$ cat src/rtl/led_scan_ctrl.sv
// LED panel read-side sequencer: walks row/plane/column through the frame buffer,
// drives the panel strobes with binary-coded-modulation timing and owns the buffer swap.
module led_scan_ctrl #(
  parameter int DATA_WIDTH  = 64,
  parameter int COL_BITS    = 6,
  parameter int ROW_BITS    = 4,
  parameter int PLANES      = 8,
  parameter int BASE_CYCLES = 4
) (
  input  logic                            clk,
  input  logic                            rst,
  output logic                            mem_re,
  output logic [ROW_BITS+COL_BITS:0]      mem_addr,
  input  logic [DATA_WIDTH-1:0]           mem_dout,
  output logic [DATA_WIDTH-1:0]           pix_data,
  output logic                            pix_valid,
  output logic [3:0]                      plane,
  output logic                            sclk,
  output logic                            lat,
  output logic                            oe_n,
  output logic [ROW_BITS-1:0]             row_addr,
  input  logic                            swap_req,
  output logic                            swap_ack,
  output logic                            buf_sel,
  output logic                            frame_start
);

  localparam int AW    = 1 + ROW_BITS + COL_BITS;
  localparam int CNT_W = $clog2(BASE_CYCLES + 1) + 16;
  localparam logic [CNT_W-1:0] BASE_W = CNT_W'(BASE_CYCLES);

  localparam logic [1:0] S_SHIFT = 2'd0;
  localparam logic [1:0] S_TAIL  = 2'd1;
  localparam logic [1:0] S_LATCH = 2'd2;
  localparam logic [1:0] S_DISP  = 2'd3;

  // Sequencer registers describe the cycle about to be issued; output registers
  // are loaded from that description on the edge that starts the cycle.
  logic [1:0]            state_q, state_d;
  logic                  phase_q, phase_d;
  logic [COL_BITS-1:0]   col_q, col_d;
  logic [ROW_BITS-1:0]   row_q, row_d;
  logic [3:0]            plane_q, plane_d;
  logic [CNT_W-1:0]      cnt_q, cnt_d;
  logic                  buf_sel_q, buf_sel_d;
  logic                  swap_pending_q, swap_pending_d;

  logic                  mem_re_q, mem_re_d;
  logic [AW-1:0]         mem_addr_q, mem_addr_d;
  logic [DATA_WIDTH-1:0] pix_data_q, pix_data_d;
  logic                  pix_valid_q, pix_valid_d;
  logic [3:0]            plane_out_q, plane_out_d;
  logic                  sclk_q, sclk_d;
  logic                  lat_q, lat_d;
  logic                  oe_n_q, oe_n_d;
  logic [ROW_BITS-1:0]   row_addr_q, row_addr_d;
  logic                  swap_ack_q, swap_ack_d;
  logic                  frame_start_q, frame_start_d;

  logic                  first_read;
  logic                  swap_now;
  logic [CNT_W-1:0]      disp_last;

  always_comb begin
    state_d        = state_q;
    phase_d        = phase_q;
    col_d          = col_q;
    row_d          = row_q;
    plane_d        = plane_q;
    cnt_d          = cnt_q;
    mem_re_d       = 1'b0;
    mem_addr_d     = mem_addr_q;
    pix_data_d     = pix_data_q;
    pix_valid_d    = 1'b0;
    plane_out_d    = plane_q;
    sclk_d         = 1'b0;
    lat_d          = 1'b0;
    oe_n_d         = 1'b1;
    row_addr_d     = row_addr_q;
    frame_start_d  = 1'b0;
    disp_last      = (BASE_W << plane_q) - CNT_W'(1);

    // The swap lands on the edge that issues the first read of a new frame.
    first_read     = (state_q == S_SHIFT) && !phase_q && (col_q == '0) &&
                     (row_q == '0) && (plane_q == 4'd0);
    swap_now       = first_read && swap_pending_q;
    buf_sel_d      = swap_now ? ~buf_sel_q : buf_sel_q;
    swap_ack_d     = swap_now;
    swap_pending_d = swap_req | (swap_pending_q & ~swap_now);

    case (state_q)
      S_SHIFT: begin
        if (!phase_q) begin
          mem_re_d      = 1'b1;
          mem_addr_d    = {buf_sel_d, row_q, col_q};
          sclk_d        = (col_q != '0);
          frame_start_d = first_read;
          phase_d       = 1'b1;
        end else begin
          pix_valid_d = 1'b1;
          pix_data_d  = mem_dout;
          phase_d     = 1'b0;
          col_d       = col_q + 1'b1;
          if (col_q == {COL_BITS{1'b1}}) state_d = S_TAIL;
        end
      end
      S_TAIL: begin
        sclk_d  = 1'b1;
        state_d = S_LATCH;
      end
      S_LATCH: begin
        lat_d      = 1'b1;
        row_addr_d = row_q;
        cnt_d      = '0;
        state_d    = S_DISP;
      end
      default: begin
        oe_n_d = 1'b0;
        if (cnt_q == disp_last) begin
          cnt_d   = '0;
          state_d = S_SHIFT;
          if (plane_q == 4'(PLANES - 1)) begin
            plane_d = 4'd0;
            row_d   = row_q + 1'b1;
          end else begin
            plane_d = plane_q + 1'b1;
          end
        end else begin
          cnt_d = cnt_q + 1'b1;
        end
      end
    endcase
  end

  always_ff @(posedge clk or posedge rst) begin
    if (rst) begin
      state_q        <= S_SHIFT;
      phase_q        <= 1'b0;
      col_q          <= '0;
      row_q          <= '0;
      plane_q        <= 4'd0;
      cnt_q          <= '0;
      buf_sel_q      <= 1'b0;
      swap_pending_q <= 1'b0;
      mem_re_q       <= 1'b0;
      mem_addr_q     <= '0;
      pix_data_q     <= '0;
      pix_valid_q    <= 1'b0;
      plane_out_q    <= 4'd0;
      sclk_q         <= 1'b0;
      lat_q          <= 1'b0;
      oe_n_q         <= 1'b1;
      row_addr_q     <= '0;
      swap_ack_q     <= 1'b0;
      frame_start_q  <= 1'b0;
    end else begin
      state_q        <= state_d;
      phase_q        <= phase_d;
      col_q          <= col_d;
      row_q          <= row_d;
      plane_q        <= plane_d;
      cnt_q          <= cnt_d;
      buf_sel_q      <= buf_sel_d;
      swap_pending_q <= swap_pending_d;
      mem_re_q       <= mem_re_d;
      mem_addr_q     <= mem_addr_d;
      pix_data_q     <= pix_data_d;
      pix_valid_q    <= pix_valid_d;
      plane_out_q    <= plane_out_d;
      sclk_q         <= sclk_d;
      lat_q          <= lat_d;
      oe_n_q         <= oe_n_d;
      row_addr_q     <= row_addr_d;
      swap_ack_q     <= swap_ack_d;
      frame_start_q  <= frame_start_d;
    end
  end

  assign mem_re      = mem_re_q;
  assign mem_addr    = mem_addr_q;
  assign pix_data    = pix_data_q;
  assign pix_valid   = pix_valid_q;
  assign plane       = plane_out_q;
  assign sclk        = sclk_q;
  assign lat         = lat_q;
  assign oe_n        = oe_n_q;
  assign row_addr    = row_addr_q;
  assign swap_ack    = swap_ack_q;
  assign buf_sel     = buf_sel_q;
  assign frame_start = frame_start_q;

endmodule

$ cat config.mk
export PLATFORM = sky130hd
export DESIGN_NAME = led_scan_ctrl
export DESIGN_NICKNAME = d
export VERILOG_FILES = /design/src/rtl/led_scan_ctrl.sv
export SDC_FILE = /design/constraint.sdc
export NUM_CORES = 1
export LEC_CHECK = 0
export CORE_MARGIN = 5
export CORE_UTILIZATION = 40
export DETAILED_ROUTE_END_ITERATION = 16
export PLACE_DENSITY = 0.71
export REMOVE_ABC_BUFFERS = 1
export SLEW_MARGIN = 25
export SYNTH_ARGS = -nofsm -noshare
export SYNTH_HDL_FRONTEND = slang
export SYNTH_SLANG_ARGS = --single-unit
$ cat constraint.sdc
create_clock -name clk -period 6.9 [get_ports clk]
set_input_delay 0.69 -clock clk [delete_from_list [all_inputs] [get_ports clk]]
set_output_delay 0.69 -clock clk [all_outputs]
set_load 0.005 [all_outputs]
==> qor.json, run 1 <==
{
  "ir_worst_vdd": {"value": 0.0001639, "unit": "V"},
  "synth_enable_flop_cells": {"value": 0},
  "grt_first_pass_wirelength": {"value": 27.05, "unit": "mm"},
  "synthDominantCellAreaShare": {"value": 49.47, "unit": "%"},
  "power.leakage": {"value": 3.561, "unit": "nW"},
  "fraction_of_the_yosys_area_taken_by_sequential_cells": {"value": 49.88, "unit": "%"},
  "timing.critical_path.from_type": {"value": "register"},
  "run_status": {"value": "complete, no violations"},
  "clockPowerShare": {"value": 50.2, "unit": "%"},
  "cts-root-to-sink-buffers": {"value": 2},
  "n_antenna_cell": {"value": 0},
  "seq_power_share": {"value": 43.4, "unit": "%"},
  "synth.avg_cell_area": {"value": 11.70, "unit": "um2"},
  "reg2reg_from": {"value": "plane_out_d[0]"},
  "hold_violations": {"value": 0},
  "route.detailed.vias_per_inst": {"value": 5.229},
  "floorplan.io_pins": {"value": 158},
  "cap_viol_max_count": {"value": 0},
  "clkTransAtPathRegs": {"value": 0.06, "unit": "ns"},
  "grt_pass1_vias": {"value": 5265},
  "max_clock_freq": {"value": 0.2139, "unit": "GHz"},
  "rsz0062_at_grt": {"value": "false"},
  "max_slew_violation_count": {"value": 0},
  "p_int": {"value": 0.001417, "unit": "W"},
  "worstSetupStartpoint": {"value": "plane_out_d[0]"},
  "detail_route.first_pass.iterations": {"value": 5},
  "layout_common_cells": {"value": "157 x sky130_fd_sc_hd__clkdlybuf4s50_1, 127 x sky130_fd_sc_hd__dfrtp_1, 83 x sky130_fd_sc_hd__mux2_2, 32 x sky130_fd_sc_hd__nand2_1, 25 x sky130_fd_sc_hd__inv_1"},
  "num_vias": {"value": 4842},
  "holdCritPathClass": {"value": "register to register"},
  "hold_buffers": {"value": 0},
  "ant_nets": {"value": 0},
  "syn_area": {"value": 6424, "unit": "um2"},
  "ff2ff_path_depth": {"value": 11},
  "netlist-cell-type-count": {"value": 72},
  "start_util": {"value": 40.58, "unit": "%"},
  "area_of_the_placeable_core": {"value": 15830, "unit": "um2"},
  "htree_levels": {"value": 4},
  "dieArea": {"value": 18690, "unit": "um2"},
  "critPathRequiredTime": {"value": 7.15, "unit": "ns"},
  "placement.io_buffers": {"value": 157},
  "synthToLayoutAreaGrowth": {"value": 35.80, "unit": "%"},
  "min_delay_worst_endpoint": {"value": "plane[1]"},
  "die_w": {"value": 136.7, "unit": "um"},
  "critical_path.top_delay_family": {"value": "compound AO/OA/AOI/OAI gates"},
  "gr-total-overflow": {"value": 0},
  "fin_crit": {"value": 4.675, "unit": "ns"},
  "cp.depth": {"value": 11},
  "criticalPathCategory": {"value": "register to register"},
  "drc": {"value": 0},
  "post_synthesis_async_set_or_reset_flop_share": {"value": 100.0, "unit": "%"},
  "ys_dominant_reg_cell": {"value": "sky130_fd_sc_hd__dfrtp_1"},
  "r2r_end": {"value": "cnt_q[0]"},
  "fin_nets": {"value": 780},
  "wirelength": {"value": 16.65, "unit": "mm"},
  "synth-warning-count": {"value": 0},
  "grt_use_total": {"value": 18.48, "unit": "%"},
  "timing.hold.ws": {"value": 0.5057, "unit": "ns"},
  "cts-buffers-inserted": {"value": 17},
  "setup_total_negative_slack": {"value": 0, "unit": "ns"},
  "ff2ff_setup_slack": {"value": 2.22, "unit": "ns"},
  "critPathMaxFanout": {"value": 18},
  "final_common_cell": {"value": "sky130_fd_sc_hd__clkdlybuf4s50_1"},
  "yosys_register_bits": {"value": 128},
  "worst_path_cell_trace": {"value": "inv_1 > ha_1 > or3b_4 > ha_1 > nor2b_1 > a22oi_1 > a311oi_1 > a221oi_1 > nand4_1 > o31ai_4 > o21ai_0"},
  "worstMarginPinSlew": {"value": 0.8707, "unit": "ns"},
  "netlist.top_cell.by_area": {"value": "sky130_fd_sc_hd__dfrtp_1"},
  "fin_cells": {"value": 926},
  "setup_viol": {"value": 0},
  "worstSkewPairLatency": {"value": 0.41, "unit": "ns"},
  "cts_root_buffer": {"value": "sky130_fd_sc_hd__clkbuf_16"},
  "critical-path-max-stage-delay": {"value": 0.78, "unit": "ns"},
  "powerDensity": {"value": 206.3, "unit": "nW/um2"},
  "dp.final_hpwl": {"value": 12.17, "unit": "mm"},
  "clock_tree_from_tritoncts": {"value": "built"},
  "numClockSinks": {"value": 128},
  "timing.hold.worst_path_depth": {"value": 0},
  "num_rows": {"value": 46},
  "grt_max_degree": {"value": 71},
  "count_of_buffers_added_by_post_cts_timing_repair_for_setup": {"value": 0},
  "comb_power_share": {"value": 6.4, "unit": "%"},
  "worst_path_most_repeated_cell": {"value": "sky130_fd_sc_hd__ha_1"},
  "chipHeight": {"value": 136.7, "unit": "um"},
  "routedWlPerCell": {"value": 17.98, "unit": "um"},
  "synth_area_leaders": {"value": "sky130_fd_sc_hd__dfrtp_1 49%, sky130_fd_sc_hd__mux2_2 15%, sky130_fd_sc_hd__ha_1 3.1%, sky130_fd_sc_hd__xnor2_1 2.9%, sky130_fd_sc_hd__nand2_1 1.9%"},
  "fin_crit_sh": {"value": 67.76, "unit": "%"},
  "p_sw": {"value": 0.0003825, "unit": "W"},
  "detail_route.iter0.violations": {"value": 338},
  "switching_share": {"value": 21.26, "unit": "%"},
  "finalClockSkew": {"value": 0.009603, "unit": "ns"},
  "crit_path_slowest_cell": {"value": "sky130_fd_sc_hd__o31ai_4"},
  "post_synth_inst_count": {"value": 549},
  "cts_resized": {"value": 0},
  "critPathArrivalTime": {"value": 4.92, "unit": "ns"},
  "endpoint_kind": {"value": "register"},
  "antenna_found_initial": {"value": 0},
  "worst_slew_margin_rel": {"value": 41.95, "unit": "%"},
  "critPathBufInv": {"value": 1},
  "gp_routability_congestion": {"value": 0.8495},
  "holdCritStartpoint": {"value": "plane_out_d[1]"},
  "layout-drive-gt1-share": {"value": 20.28, "unit": "%"},
  "dp.cells": {"value": 894}
}
[metrics by stage]
stage / cell area, um2 / setup WS (ns) / utilization [%] / power [W]
after global placement: 8130 / 2.418 / 51.37 / 0.0009078
after global routing: 8723 / 1.909 / 55.11 / 0.001861
after floorplan: 6247 / 2.799 / - / 0.0008218
after detailed placement: 8130 / 2.273 / 51.37 / 0.0009108
final: 8723 / 2.225 / 55.11 / 0.001799
after CTS: 8723 / 2.241 / 55.11 / 0.001823
[state kept, by name, indices dropped and copies added, names as in the netlist, 2 cells and up]
signal	cells
pix_data	64
cnt_q	19
mem_addr	11
col_q	6
plane	4
plane_out_d	4
row_addr	4
row_q	4
state_q	2
[cell families (layout without fill, tap and decap cells)]
logic type	after synthesis	count (layout)	share of synthesized area [%]
xor+xnor	34	34	4.636
simple gates	148	148	13.54
fa+ha+maj	16	16	3.116
compound gates	77	77	9.369
buf+inv	59	220	4.265
mux	87	87	15.19
flops	128	128	49.88
[layout make-up]
class	count	area, um2
Timing Repair Buffer	162	1609
Inverter	26	100.1
Clock buffer	19	432.9
Tap cell	216	270.3
Sequential cell	128	3204
Fill cell	1324	7104
Clock inverter	13	160.2
Multi-Input combinational cell	362	2947
[power by group through the flow]
stage	registers (W)	clock network, W	logic [W]
3_3_place_gp	0.000792	0	0.000115
5_1_grt	0.000783	0.000953	0.000125
4_1_cts	0.000781	0.000924	0.000118
2_1_floorplan	0.000794	0	0.0000276
3_5_place_dp	0.000794	0	0.000117
6_report	0.000781	0.000904	0.000115
[routing by layer]
layer | track usage [%] | vias to the layer above | routed length, um
met3 | 8.272 | 19 | 1734
met4 | 6.383 | 0 | 259
met2 | 29.85 | 175 | 8090
met1 | 21.90 | 2396 | 6569
met5 | 0 | - | 0
li1 | - | 2252 | -
[worst max path at each step]
stage	end	slack, ns
after floorplan	buf_sel	2.80
after global placement	cnt_q[0]	2.42
after detailed placement	cnt_q[0]	2.27
after CTS	cnt_q[0]	2.24
after global routing	cnt_q[8]	1.91
final	cnt_q[0]	2.22
[synth_stat cells (all sizes together), types with 10 or more instances]
master / n
xnor2: 21
a21oi: 19
nand2: 32
clkbuf: 17
nor4: 11
nor2: 19
mux2: 84
nand4: 11
xor2: 13
dfrtp: 127
buf: 16
nor3: 21
ha: 16
nand3: 10
inv: 26
o21ai: 10
Note: power is estimated with default switching activity, not from simulation.
==> run 2: changes to the inputs <==
Settings changed: PLACE_DENSITY 0.71 to 0.74.
Clock period 6.9 ns to 4.2 ns, I/O delays scaled along.
==> run 2 against run 1 <==
- first-iteration DRC count shrank 4.7%
- via count rose by 0.72%
- setup slack got worse by 1.9 ns
- critical path type unchanged
==> qor.json, run 2 (synthesized netlist as in run 1, its figures left out) <==
{
  "cts-buffers-inserted": {"value": 17},
  "grt_first_pass_wirelength": {"value": 28.30, "unit": "mm"},
  "holdCritPathClass": {"value": "primary input to async pin"},
  "detail_route.iter0.violations": {"value": 322},
  "worstMarginPinSlew": {"value": 0.7165, "unit": "ns"},
  "powerDensity": {"value": 348.7, "unit": "nW/um2"},
  "grt_use_total": {"value": 19.53, "unit": "%"},
  "cts-root-to-sink-buffers": {"value": 2},
  "n_antenna_cell": {"value": 0},
  "layout-drive-gt1-share": {"value": 21.12, "unit": "%"},
  "final_common_cell": {"value": "sky130_fd_sc_hd__clkdlybuf4s50_1"},
  "fin_crit_sh": {"value": 92.48, "unit": "%"},
  "gr-total-overflow": {"value": 0},
  "max_slew_violation_count": {"value": 0},
  "worst_slew_margin_rel": {"value": 52.23, "unit": "%"},
  "finalClockSkew": {"value": 0.004911, "unit": "ns"},
  "fin_nets": {"value": 785},
  "ir_worst_vdd": {"value": 0.0002385, "unit": "V"},
  "grt_max_degree": {"value": 78},
  "ant_nets": {"value": 0},
  "detail_route.first_pass.iterations": {"value": 4},
  "critPathMaxFanout": {"value": 10},
  "wirelength": {"value": 17.27, "unit": "mm"},
  "die_w": {"value": 136.7, "unit": "um"},
  "route.detailed.vias_per_inst": {"value": 5.238},
  "endpoint_kind": {"value": "register"},
  "clkTransAtPathRegs": {"value": 0.06, "unit": "ns"},
  "gp_routability_congestion": {"value": 0.8881},
  "rsz0062_at_grt": {"value": "false"},
  "cts_root_buffer": {"value": "sky130_fd_sc_hd__clkbuf_16"},
  "synthToLayoutAreaGrowth": {"value": 37.36, "unit": "%"},
  "hold_buffers": {"value": 0},
  "timing.critical_path.from_type": {"value": "register"},
  "dieArea": {"value": 18690, "unit": "um2"},
  "cap_viol_max_count": {"value": 0},
  "num_rows": {"value": 46},
  "fin_crit": {"value": 3.884, "unit": "ns"},
  "count_of_buffers_added_by_post_cts_timing_repair_for_setup": {"value": 0},
  "power.leakage": {"value": 3.612, "unit": "nW"},
  "drc": {"value": 0},
  "htree_levels": {"value": 4},
  "setup_total_negative_slack": {"value": 0, "unit": "ns"},
  "run_status": {"value": "complete, no violations"},
  "grt_pass1_vias": {"value": 5316},
  "antenna_found_initial": {"value": 0},
  "chipHeight": {"value": 136.7, "unit": "um"},
  "num_vias": {"value": 4877},
  "cts_resized": {"value": 0},
  "numClockSinks": {"value": 128},
  "hold_violations": {"value": 0},
  "timing.hold.ws": {"value": 0.5030, "unit": "ns"},
  "critPathArrivalTime": {"value": 4.18, "unit": "ns"},
  "worstSkewPairLatency": {"value": 0.42, "unit": "ns"},
  "routedWlPerCell": {"value": 18.55, "unit": "um"},
  "criticalPathCategory": {"value": "register to register"},
  "critPathRequiredTime": {"value": 4.49, "unit": "ns"},
  "max_clock_freq": {"value": 0.2574, "unit": "GHz"},
  "start_util": {"value": 40.58, "unit": "%"},
  "clock_tree_from_tritoncts": {"value": "built"},
  "placement.io_buffers": {"value": 157},
  "layout_common_cells": {"value": "157 x sky130_fd_sc_hd__clkdlybuf4s50_1, 127 x sky130_fd_sc_hd__dfrtp_1, 83 x sky130_fd_sc_hd__mux2_2, 32 x sky130_fd_sc_hd__nand2_1, 25 x sky130_fd_sc_hd__inv_1"},
  "setup_viol": {"value": 0},
  "dp.final_hpwl": {"value": 12.73, "unit": "mm"},
  "area_of_the_placeable_core": {"value": 15830, "unit": "um2"},
  "fillers": {"value": 1315},
  "largest_register_ff_count": {"value": 64},
  "floorplan.io_pins": {"value": 158}
}
-- run 2: where the power goes --
group	leakage, nW	internal (W)	switching [W]
Clock	0.308	0.00102	0.000585
Combinational	1.72	0.000129	0.0000623
Sequential	1.59	0.00127	0.0000171
Total	3.61	0.00241	0.000664
-- run 2: cell type report --
cell class	count	area, um2	share of cell area, %
Timing Repair Buffer	167	1659	18.80
Clock inverter	14	201.4	2.283
Multi-Input combinational cell	362	2947	33.39
Clock buffer	18	439.2	4.977
Inverter	26	102.6	1.163
Tap cell	216	270.3	3.063
Sequential cell	128	3204	36.32
-- run 2: path summary, 6_finish.rpt --
check                      cells after the start            to  slack (ns)      startpoint
setup / recovery                              11      row_q[1]        0.32  plane_out_d[0]
hold / removal                                 2  pix_data[14]        0.50             rst
setup reg to reg                              11      row_q[1]        0.32  plane_out_d[0]
hold reg to reg                                1   pix_data[6]        0.50     pix_data[6]
max in group asynchronous                      3  pix_data[32]        2.97             rst
min in group clk                               1   pix_data[6]        0.50     pix_data[6]
-- run 2: metrics by stage --
stage / area (um2) / setup WS (ns) / instances / total power [W] / utilization (%)
after global placement: 8180 / 0.4786 / 899 / 0.001491 / 51.68
after detailed placement: 8180 / 0.3050 / 899 / 0.001498 / 51.68
after floorplan: 6247 / 0.3617 / 516 / 0.001350 / -
after CTS: 8821 / 0.2915 / 931 / 0.003112 / 55.73
after global routing: 8823 / 0.09963 / 931 / 0.003186 / 55.75
final: 8823 / 0.3157 / 931 / 0.003077 / 55.75
-- run 2: layer usage --
| layer | wire [um] | GRT usage, % | up-vias | part of all wire (%) |
|---|---|---|---|---|
| met5 | 0 | 0 | - | 0 |
| met4 | 289 | 6.159 | 0 | 1.7 |
| met3 | 2022 | 10.85 | 24 | 12 |
| met2 | 8224 | 30.70 | 164 | 48 |
| met1 | 6733 | 22.77 | 2406 | 39 |
| li1 | - | - | 2283 | - |
-- run 2: worst max-delay path, cell delays in order, from the launching register on --
cell	delay, ns
sky130_fd_sc_hd__dfrtp_1	0.46
sky130_fd_sc_hd__inv_1	0.11
sky130_fd_sc_hd__ha_1	0.19
sky130_fd_sc_hd__or3b_4	0.42
sky130_fd_sc_hd__ha_1	0.28
sky130_fd_sc_hd__nor2b_1	0.20
sky130_fd_sc_hd__a22oi_1	0.53
sky130_fd_sc_hd__nor3_4	0.09
sky130_fd_sc_hd__mux2i_1	0.14
sky130_fd_sc_hd__a221o_1	0.54
sky130_fd_sc_hd__nor4_4	0.43
sky130_fd_sc_hd__mux2_1	0.37
